$ cat config.mk
export PLATFORM = sky130hd
export DESIGN_NAME = prbs11_g4_check
export DESIGN_NICKNAME = d
export VERILOG_FILES = /design/src/rtl/prbs11_g4_pkg.sv /design/src/rtl/prbs11_g4_frame_cnt.sv /design/src/rtl/prbs11_g4_check.sv
export SDC_FILE = /design/constraint.sdc
export NUM_CORES = 1
export LEC_CHECK = 0
export ABC_AREA = 0
export CAP_MARGIN = 20
export CORE_ASPECT_RATIO = 1.2
export CORE_MARGIN = 5
export CORE_UTILIZATION = 40
export DETAILED_ROUTE_END_ITERATION = 8
export PLACE_DENSITY_LB_ADDON = 0.1
export SETUP_SLACK_MARGIN = 0.4
export SLEW_MARGIN = 5
export SYNTH_ARGS = -nofsm -noshare
export SYNTH_HDL_FRONTEND = slang
export SYNTH_SLANG_ARGS = --single-unit
export TNS_END_PERCENT = 10
$ cat constraint.sdc
create_clock -name clk -period 4.6 [get_ports clk]
set_clock_uncertainty 0.2 [all_clocks]
set_input_delay 0.92 -clock clk [delete_from_list [all_inputs] [get_ports clk]]
set_output_delay 0.92 -clock clk [all_outputs]
set_load 0.01 [all_outputs]
$ cat src/rtl/prbs11_g4_pkg.sv
// Shared constants and types for the Gen4 PRBS11 lane sender and checker.
// Polynomial x^11 + x^9 + 1, 448-bit ordered-set framing.
package prbs11_g4_pkg;

    localparam logic [10:0] SEED_LANE0 = 11'h7FF;
    localparam logic [10:0] SEED_LANE1 = 11'h770;
    localparam logic [8:0]  OS_LAST    = 9'h1BF;
    localparam int          TAP_HI     = 10;
    localparam int          TAP_LO     = 8;
    localparam logic [3:0]  ACQ_LAST   = 4'd10;

    typedef enum logic [1:0] {
        ST_IDLE,
        ST_ACQUIRE,
        ST_LOCKED
    } chk_state_e;

    function automatic logic prbs11_next(input logic [10:0] hist);
        return hist[TAP_HI] ^ hist[TAP_LO];
    endfunction

endpackage

$ cat src/rtl/prbs11_g4_frame_cnt.sv
// 448-bit ordered-set position counter with an end-of-set strobe.
// Shared by the PRBS11 sender and checker so both frame identically.
module prbs11_g4_frame_cnt
    import prbs11_g4_pkg::*;
(
    input  logic       clk,
    input  logic       reset,
    input  logic       clear,
    input  logic       advance,
    output logic [8:0] bit_cnt,
    output logic       set_last
);

    logic [8:0] cnt_reg;

    always_ff @(posedge clk or negedge reset) begin
        if (!reset) begin
            cnt_reg <= '0;
        end else if (clear) begin
            cnt_reg <= '0;
        end else if (advance) begin
            cnt_reg <= (cnt_reg == OS_LAST) ? 9'd0 : cnt_reg + 9'd1;
        end
    end

    assign bit_cnt  = cnt_reg;
    assign set_last = advance && (cnt_reg == OS_LAST);

endmodule

$ cat src/rtl/prbs11_g4_check.sv
// Gen4 PRBS11 lane checker: self-synchronising reference LFSR, seed check,
// lock tracking and per-ordered-set pass/fail reporting.
module prbs11_g4_check
    import prbs11_g4_pkg::*;
#(
    parameter bit lane0_lane1 = 1'b1,
    parameter int LOSS_THRESH = 4
) (
    input  logic       clk,
    input  logic       reset,
    input  logic       enable,
    input  logic       data_in,
    output logic       locked,
    output logic       os_received,
    output logic       block_err,
    output logic [7:0] err_cnt,
    output logic       seed_err
);

    localparam logic [10:0] SEED   = lane0_lane1 ? SEED_LANE0 : SEED_LANE1;
    localparam logic [3:0]  THRESH = 4'(LOSS_THRESH);

    logic        en_q_reg;
    chk_state_e  state_reg, state_next;
    logic [10:0] hist_reg, hist_next;
    logic [3:0]  acq_cnt_reg, acq_cnt_next;
    logic [3:0]  miss_run_reg, miss_run_next;
    logic [7:0]  err_cnt_reg, err_cnt_next;
    logic        seed_err_reg, seed_err_next;
    logic        first_acq_reg, first_acq_next;
    logic        set_bad_reg, set_bad_next;
    logic        os_reg, os_next;
    logic        blk_reg, blk_next;
    logic [7:0]  err_sum;
    logic        bad_sum;
    logic [8:0]  bit_cnt;
    logic        set_last;

    prbs11_g4_frame_cnt u_frame_cnt (
        .clk      (clk),
        .reset    (reset),
        .clear    (!en_q_reg),
        .advance  (en_q_reg),
        .bit_cnt  (bit_cnt),
        .set_last (set_last)
    );

    always_ff @(posedge clk or negedge reset) begin
        if (!reset) begin
            en_q_reg      <= 1'b0;
            state_reg     <= ST_IDLE;
            hist_reg      <= '0;
            acq_cnt_reg   <= '0;
            miss_run_reg  <= '0;
            err_cnt_reg   <= '0;
            seed_err_reg  <= 1'b0;
            first_acq_reg <= 1'b1;
            set_bad_reg   <= 1'b0;
            os_reg        <= 1'b0;
            blk_reg       <= 1'b0;
        end else begin
            en_q_reg      <= enable;
            state_reg     <= state_next;
            hist_reg      <= hist_next;
            acq_cnt_reg   <= acq_cnt_next;
            miss_run_reg  <= miss_run_next;
            err_cnt_reg   <= err_cnt_next;
            seed_err_reg  <= seed_err_next;
            first_acq_reg <= first_acq_next;
            set_bad_reg   <= set_bad_next;
            os_reg        <= os_next;
            blk_reg       <= blk_next;
        end
    end

    always_comb begin
        state_next     = state_reg;
        hist_next      = hist_reg;
        acq_cnt_next   = acq_cnt_reg;
        miss_run_next  = miss_run_reg;
        err_cnt_next   = err_cnt_reg;
        seed_err_next  = seed_err_reg;
        first_acq_next = first_acq_reg;
        set_bad_next   = set_bad_reg;
        os_next        = 1'b0;
        blk_next       = 1'b0;
        err_sum        = err_cnt_reg;
        bad_sum        = set_bad_reg;

        if (!en_q_reg) begin
            state_next     = ST_IDLE;
            acq_cnt_next   = '0;
            miss_run_next  = '0;
            err_cnt_next   = '0;
            seed_err_next  = 1'b0;
            first_acq_next = 1'b1;
            set_bad_next   = 1'b0;
        end else begin
            hist_next = {hist_reg[9:0], data_in};
            case (state_reg)
                ST_IDLE: begin
                    acq_cnt_next = 4'd1;
                    state_next   = ST_ACQUIRE;
                end
                ST_ACQUIRE: begin
                    acq_cnt_next = acq_cnt_reg + 4'd1;
                    // Only the opening acquisition of a set is free of penalty.
                    if (bit_cnt > 9'd10) begin
                        bad_sum = 1'b1;
                    end
                    if (acq_cnt_reg == ACQ_LAST) begin
                        state_next     = ST_LOCKED;
                        first_acq_next = 1'b0;
                        if (first_acq_reg && (hist_next != SEED)) begin
                            seed_err_next = 1'b1;
                            bad_sum       = 1'b1;
                        end
                    end
                end
                ST_LOCKED: begin
                    if (data_in != prbs11_next(hist_reg)) begin
                        if (err_cnt_reg != 8'hFF) begin
                            err_sum = err_cnt_reg + 8'd1;
                        end
                        if (miss_run_reg == THRESH - 4'd1) begin
                            state_next    = ST_ACQUIRE;
                            acq_cnt_next  = '0;
                            miss_run_next = '0;
                        end else begin
                            miss_run_next = miss_run_reg + 4'd1;
                        end
                    end else begin
                        miss_run_next = '0;
                    end
                end
                default: state_next = ST_IDLE;
            endcase

            err_cnt_next = err_sum;
            set_bad_next = bad_sum;
            if (set_last) begin
                os_next      = !bad_sum && (err_sum == 8'd0);
                blk_next     = !(!bad_sum && (err_sum == 8'd0));
                err_cnt_next = '0;
                set_bad_next = 1'b0;
            end
        end
    end

    assign locked      = (state_reg == ST_LOCKED);
    assign os_received = os_reg;
    assign block_err   = blk_reg;
    assign err_cnt     = err_cnt_reg;
    assign seed_err    = seed_err_reg;

endmodule

==> summary.md, run 1 <==
| Metric | Value |
|---|---|
| Fin nets | `249` |
| Drt pass-1 iters | `4` |
| Cts repair resizes | `0` |
| YS warnings | `0` |
| Setup TNS Final | `0 ns` |
| RSZ-0062 raised after global routing | `no` |
| Initial Utilization | `41.1%` |
| Worst Tran Pin Value | `0.756 ns` |
| Syn Inst Count | `219` |
| Register area share after synthesis | `47.3%` |
| Synth async-reset ratio | `100%` |
| Post-synthesis adder-cell area fraction | `5.37%` |
| Pwr Total | `990 uW` |
| MaxCap Viol Count | `0` |
| CP Launch Type | `register` |
| Synthesis-stage register bit count | `44` |
| Min cycle time layout | `3.05 ns` |
| Number of global-route vias before repair | `1,554` |
| Io pins | `16` |
| DRC viols | `0` |
| Post-synth EDFFs | `0` |
| CTS max path bufs | `2` |
| Final setup fails | `0` |
| Final worst slack | `1.55 ns` |
| Critical Path AT | `1.93 ns` |
| Die ar. | `7450 um2` |
| Clock Sink Count | `44` |
| HPWL Detailed | `2940 um` |
| Status | `completed` |
| GR Layer Usage met2 | `19.9%` |
| Worst slew margin | `49.6%` |
| Max Clk Rate | `328 MHz` |
| Commonest cells after routing, fill and taps aside | `dfrtp_1 (43), nor2_1 (26), clkdlybuf4s50_1 (14)` |
| Grt ovf | `0` |
| Share of layout cells above drive strength 1 | `14.0%` |
| Hold path start | `first_acq_reg$_DFFE_PN1P_` |
| Core ar. | `5670 um2` |
| DRT iter0 DRCs | `75` |
| Req. time, crit path | `3.48 ns` |
| Largest family of logic cells by synthesized area | `simple AND/OR/NAND/NOR gates` |
| Final Hold Viols | `0` |
| Root buffer cell | `clkbuf_8` |
| Worst-path clk slew | `0.08 ns` |
| Mapped Area | `2330 um2` |
| Cell depth of the worst flop-to-flop path | `7` |
| PortBufs | `15` |
| Die X | `79.7 um` |
| Met1 usage | `16.6%` |
| CTS H-tree depth | `2` |
| Most used DFF post-synth | `dfrtp_1` |
| Distinct cells, synth | `49` |
| Clock Latency Late Sink | `0.29 ns` |
| Initial antenna violation count | `0` |
| Xor and xnor area share after synthesis | `5.21%` |
| Crit-path max FO | `14` |
| Maximum vdd drop | `0.000180 V` |
| Total CTS buffers | `5` |
| Pwr dens | `375 nW/um2` |
| Post-Synth Simple-Gate Area | `21.7%` |
| Grt peak-use layer | `met2` |
| CP startpoint | `state_reg[0]$_DFFE_PN0P_` |
| Slew Limit Fails | `0` |
| Largest net degree at the start of global routing | `45` |
| Gp weighted congestion | `0.796` |
| FP Rows | `30` |
| Post-synthesis mux area share | `9.08%` |
| Crit. End Element | `output pin` |
| Hold Path Depth | `2` |
| P_leak | `0.00119 uW` |
| Met3 Usage GRT | `3.47%` |
| Max FFs per register | `11` |
| Setup slack after placement | `1.57 ns` |
| CTS tree | `yes` |
| DR vias | `1,582` |
| N_diodes | `0` |
| GRT Util Overall | `12.6%` |
| Hold Crit Class | `register to register` |
| Crit path kind | `register to output pin` |
| WL/cell | `13.3 um` |
| Compound-Gate Fraction of Synth Area | `8.22%` |
| Average size of a mapped cell | `10.6 um2` |
| Detail Route Antenna Nets | `0` |
| Syn Nets | `233` |
| Final worst path period share | `66.2%` |
| Routed vias/inst | `5.01` |
| Global-route wire length before repair | `7420 um` |
| Post-CTS Setup Bufs | `0` |
| Overall routed net length | `4200 um` |
| Worst r2r src | `state_reg[0]$_DFFE_PN0P_` |
| Cts hold-fix bufs | `0` |
| Die Ht | `93.6 um` |
| Synthesis-to-finish area growth | `13.3%` |
| Leading cell type in the layout, fill and taps excluded | `dfrtp_1` |
==> per-layer routing <==
metal / share of wire (%) / up-vias
met4: 1.4 / 0
met1: 49 / 759
met5: 0 / -
met3: 3.2 / 5
li1: - / 800
met2: 46 / 18
==> cell usage after synthesis (2+ instances only) <==
master,count,area [um2]
clkbuf_1,4,15.0
ha_1,10,125
nand4b_1,2,17.5
nor2b_1,3,18.8
a21o_1,2,15.0
xnor2_1,7,61.3
or2_2,3,18.8
nor2_1,26,97.6
nand3_1,10,50.1
nor3_1,7,35.0
dfrtp_1,43,1080
mux2_2,13,146
xor2_1,4,35.0
o21a_1,2,15.0
inv_1,9,33.8
and3b_1,3,26.3
nand4_1,5,31.3
mux2i_1,5,50.1
o21bai_1,2,15.0
and3_1,4,25.0
nor3b_1,4,30.0
a21oi_1,5,25.0
nand2_1,13,48.8
o21ai_0,8,40.0
==> path summary, 6_finish.rpt <==
check	to	slack, ns
hold reg to reg	first_acq_reg$_DFFE_PN1P_	0.28
min in group asynchronous	acq_cnt_reg[1]$_DFFE_PN0P_	0.37
setup reg to reg	os_received$_DFF_PN0_	2.09
hold / removal	first_acq_reg$_DFFE_PN1P_	0.28
max in group asynchronous	first_acq_reg$_DFFE_PN1P_	3.25
setup / recovery	locked	1.55
==> worst max-delay path: stages (launching register included) <==
cell and delay (ns):
dfrtp_1 0.41, inv_1 0.12, ha_1 0.47, clkdlybuf4s50_1 0.63
==> area by class of cell <==
class / instances / area [um2]
tap: 80 / 100
clock buffer: 7 / 76.3
inverter: 9 / 33.8
multi-input combinational: 159 / 1150
timing repair buffer: 16 / 165
fill: 532 / 3030
sequential: 44 / 1100
clock inverter: 1 / 5.00
==> where the power goes <==
part	switching, uW	internal [uW]	leakage [uW]
registers	46.7	437	0.000580
logic	135	137	0.000568
clock network	128	107	0.0000422
==> metrics by stage <==
stage | utilization, % | area (um2) | cells | hold slack, ns
floorplan | - | 2330 | 219 | 0.245
global placement | 44.7 | 2540 | 307 | 0.258
detailed placement | 44.7 | 2540 | 307 | 0.265
CTS | 46.2 | 2620 | 315 | 0.277
global route | 46.5 | 2640 | 316 | 0.308
finish | 46.5 | 2640 | 316 | 0.277
==> cells by family after synthesis <==
kind of cell	Yosys count
compound gates	28
xor+xnor	12
fa+ha+maj	10
buf+inv	16
flops	44
mux	19
simple gates	90
Note: power is estimated with default switching activity, not from simulation.
==> run 2, diff against run 1 <==
Clock period 4.6 ns to 2.9 ns, I/O delays scaled along.
==> run 2 against run 1 <==
Register-to-register slack got worse by 1.4 ns; count of clock-buffer cells in the layout unchanged; clock power increased by 120%; critical path depth unchanged; core utilization increased by 1.1 points; sequential share of layout area decreased by 0.93 points; largest cell class unchanged; sequential power increased by 59%; flip-flop and latch count unchanged; critical path type unchanged; wire length increased by 3.6%.
==> summary.md, run 2 (synthesis gave the netlist of run 1 again) <==
| Metric | Value |
|---|---|
| CTS H-tree depth | `2 (unchanged)` |
| Share of layout cells above drive strength 1 | `16.0% (+2.0 points)` |
| Status | `completed` |
| FP Rows | `30 (unchanged)` |
| Crit-path max FO | `5 (-9)` |
| Critical Path AT | `1.60 ns (-0.33 ns)` |
| Worst-path clk slew | `0.09 ns (about the same)` |
| N_diodes | `0 (unchanged)` |
| Hold Crit Class | `primary input to async pin` |
| Die ar. | `7450 um2 (unchanged)` |
| Fillers | `537 (+0.94%)` |
| Maximum vdd drop | `0.000334 V (+86%)` |
| Design area | `2700 um2 (+2.3%)` |
| Total CTS buffers | `5 (unchanged)` |
| Pwr dens | `640 nW/um2 (+71%)` |
| Leading cell type in the layout, fill and taps excluded | `dfrtp_1` |
| Die X | `79.7 um (unchanged)` |
| Global-route wire length before repair | `7800 um (+5.2%)` |
| Die Ht | `93.6 um (unchanged)` |
| R2R setup slack | `0.72 ns (-1.37 ns)` |
| Clock Latency Late Sink | `0.30 ns (about the same)` |
| Req. time, crit path | `2.12 ns (-1.36 ns)` |
| Number of global-route vias before repair | `1,650 (+6.2%)` |
| Final Hold Viols | `0 (unchanged)` |
| Setup slack after placement | `0.208 ns (-1.36 ns)` |
| Worst slew margin | `62.1% (+12 points)` |
| Drt pass-1 iters | `4 (unchanged)` |
| Max FFs per register | `11 (unchanged)` |
| Initial Utilization | `41.1% (unchanged)` |
| Root buffer cell | `clkbuf_8` |
| Worst Tran Pin Value | `0.569 ns (-0.187 ns)` |
| Worst r2r dst | `os_received$_DFF_PN0_` |
| Final setup fails | `0 (unchanged)` |
| MaxCap Viol Count | `0 (unchanged)` |
| Cell depth of the worst flop-to-flop path | `8 (+1)` |
| CTS max path bufs | `2 (unchanged)` |
| DRC viols | `0 (unchanged)` |
| Grt ovf | `0 (unchanged)` |
| Synthesis-to-finish area growth | `15.9%` |
| Crit path kind | `register to output pin` |
| Core ar. | `5670 um2 (unchanged)` |
| Clock Sink Count | `44 (unchanged)` |
| Slew Limit Fails | `0 (unchanged)` |
| Worst r2r src | `state_reg[0]$_DFFE_PN0P_` |
| DR vias | `1,589 (+0.44%)` |
| Commonest cells after routing, fill and taps aside | `dfrtp_1 (43), nor2_1 (26), clkdlybuf4s50_1 (14)` |
| Pwr Total | `1730 uW (+74%)` |
| Io pins | `16 (unchanged)` |
| CTS tree | `yes` |
| RSZ-0062 raised after global routing | `no` |
| Routed vias/inst | `5.00 (-0.19%)` |
| Dpl cell area | `2560 um2 (+0.89%)` |
| GRT Util Overall | `13.4% (+0.73 points)` |
| Setup TNS Final | `0 ns (unchanged)` |
| Max Clk Rate | `420 MHz` |
| Overall routed net length | `4350 um (+3.6%)` |
| Initial antenna violation count | `0 (unchanged)` |
| Detail Route Antenna Nets | `0 (unchanged)` |
| HPWL Detailed | `3080 um (+4.6%)` |
| Largest net degree at the start of global routing | `45 (unchanged)` |
| WL/cell | `13.7 um (+2.9%)` |
| Final worst slack | `0.517 ns (-1.04 ns)` |
| Min cycle time layout | `2.38 ns` |
| Final worst path period share | `82.2%` |
| Cts hold-fix bufs | `0 (unchanged)` |
| PortBufs | `15 (unchanged)` |
| CP Launch Type | `register` |
| Fin nets | `251 (+0.80%)` |
| P_leak | `0.00122 uW (+2.3%)` |
| Final core occ | `47.6% (+1.1 points)` |
| DRT iter0 DRCs | `48 (-36%)` |
| Crit. End Element | `output pin` |
| Gp weighted congestion | `0.806 (+1.2%)` |
-- run 2: changes by cell type in the layout (fill, tap and decap cells not counted), sizes merged --
cell | previous run | this run
clkinv | 1 | 0
bufinv | 0 | 1
buf | 2 | 4
-- run 2: cell type report --
class | instances | area [um2] | share of cell area [%]
tap | 80 | 100 | 3.71
clock buffer | 7 | 96.3 | 3.57
clock inverter | 1 | 30.0 | 1.11
multi-input combinational | 159 | 1170 | 43.3
timing repair buffer | 18 | 168 | 6.22
sequential | 44 | 1100 | 40.9
inverter | 9 | 33.8 | 1.25
-- run 2: where the power goes --
part | switching [uW] | internal (uW) | leakage, uW | total [uW]
clock network | 209 | 304 | 0.0000645 | 513
logic | 222 | 225 | 0.000574 | 447
registers | 74.1 | 692 | 0.000580 | 766
total | 505 | 1220 | 0.00122 | 1730
-- run 2: how the worst max path moves through the flow --
| stage | endpoint | start | slack (ns) |
|---|---|---|---|
| 5_1_grt | locked | state_reg[0]$_DFFE_PN0P_ | 0.44 |
| 6_report | locked | state_reg[0]$_DFFE_PN0P_ | 0.52 |
| 4_1_cts | locked | state_reg[0]$_DFFE_PN0P_ | 0.44 |
| 2_1_floorplan | os_received$_DFF_PN0_ | state_reg[0]$_DFFE_PN0P_ | 0.85 |
| 3_5_place_dp | os_received$_DFF_PN0_ | data_in | 0.21 |
| 3_3_place_gp | os_received$_DFF_PN0_ | data_in | 0.22 |
-- run 2: per-layer routing --
metal  routed length, um  global-route usage, %  vias up  part of all wire (%)
li1                    -                      -      798                     -
met1                2170                   17.8      765                    50
met2                1980                   21.0       20                    46
met3                 138                   3.28        6                   3.2
met4                  63                   4.73        0                   1.4
met5                   0                      0        -                     0
-- run 2: stage by stage --
step | hold slack [ns] | instances
CTS | 0.178 | 318
global route | 0.209 | 318
floorplan | 0.0844 | 219
detailed placement | 0.262 | 310
global placement | 0.256 | 310
finish | 0.147 | 318
-- run 2: repair_timing --
action                     CTS  global route
gates cloned                 0             0
setup endpoints to repair    1             1
buffers inserted             0             0
resized for setup            1             1
hold endpoints to repair     0             0
-- run 2: worst max-delay path, cell delays in order, from the launching register on --
cell and delay [ns]:
dfrtp_1 0.41, inv_1 0.17, ha_4 0.20, clkdlybuf4s50_1 0.54
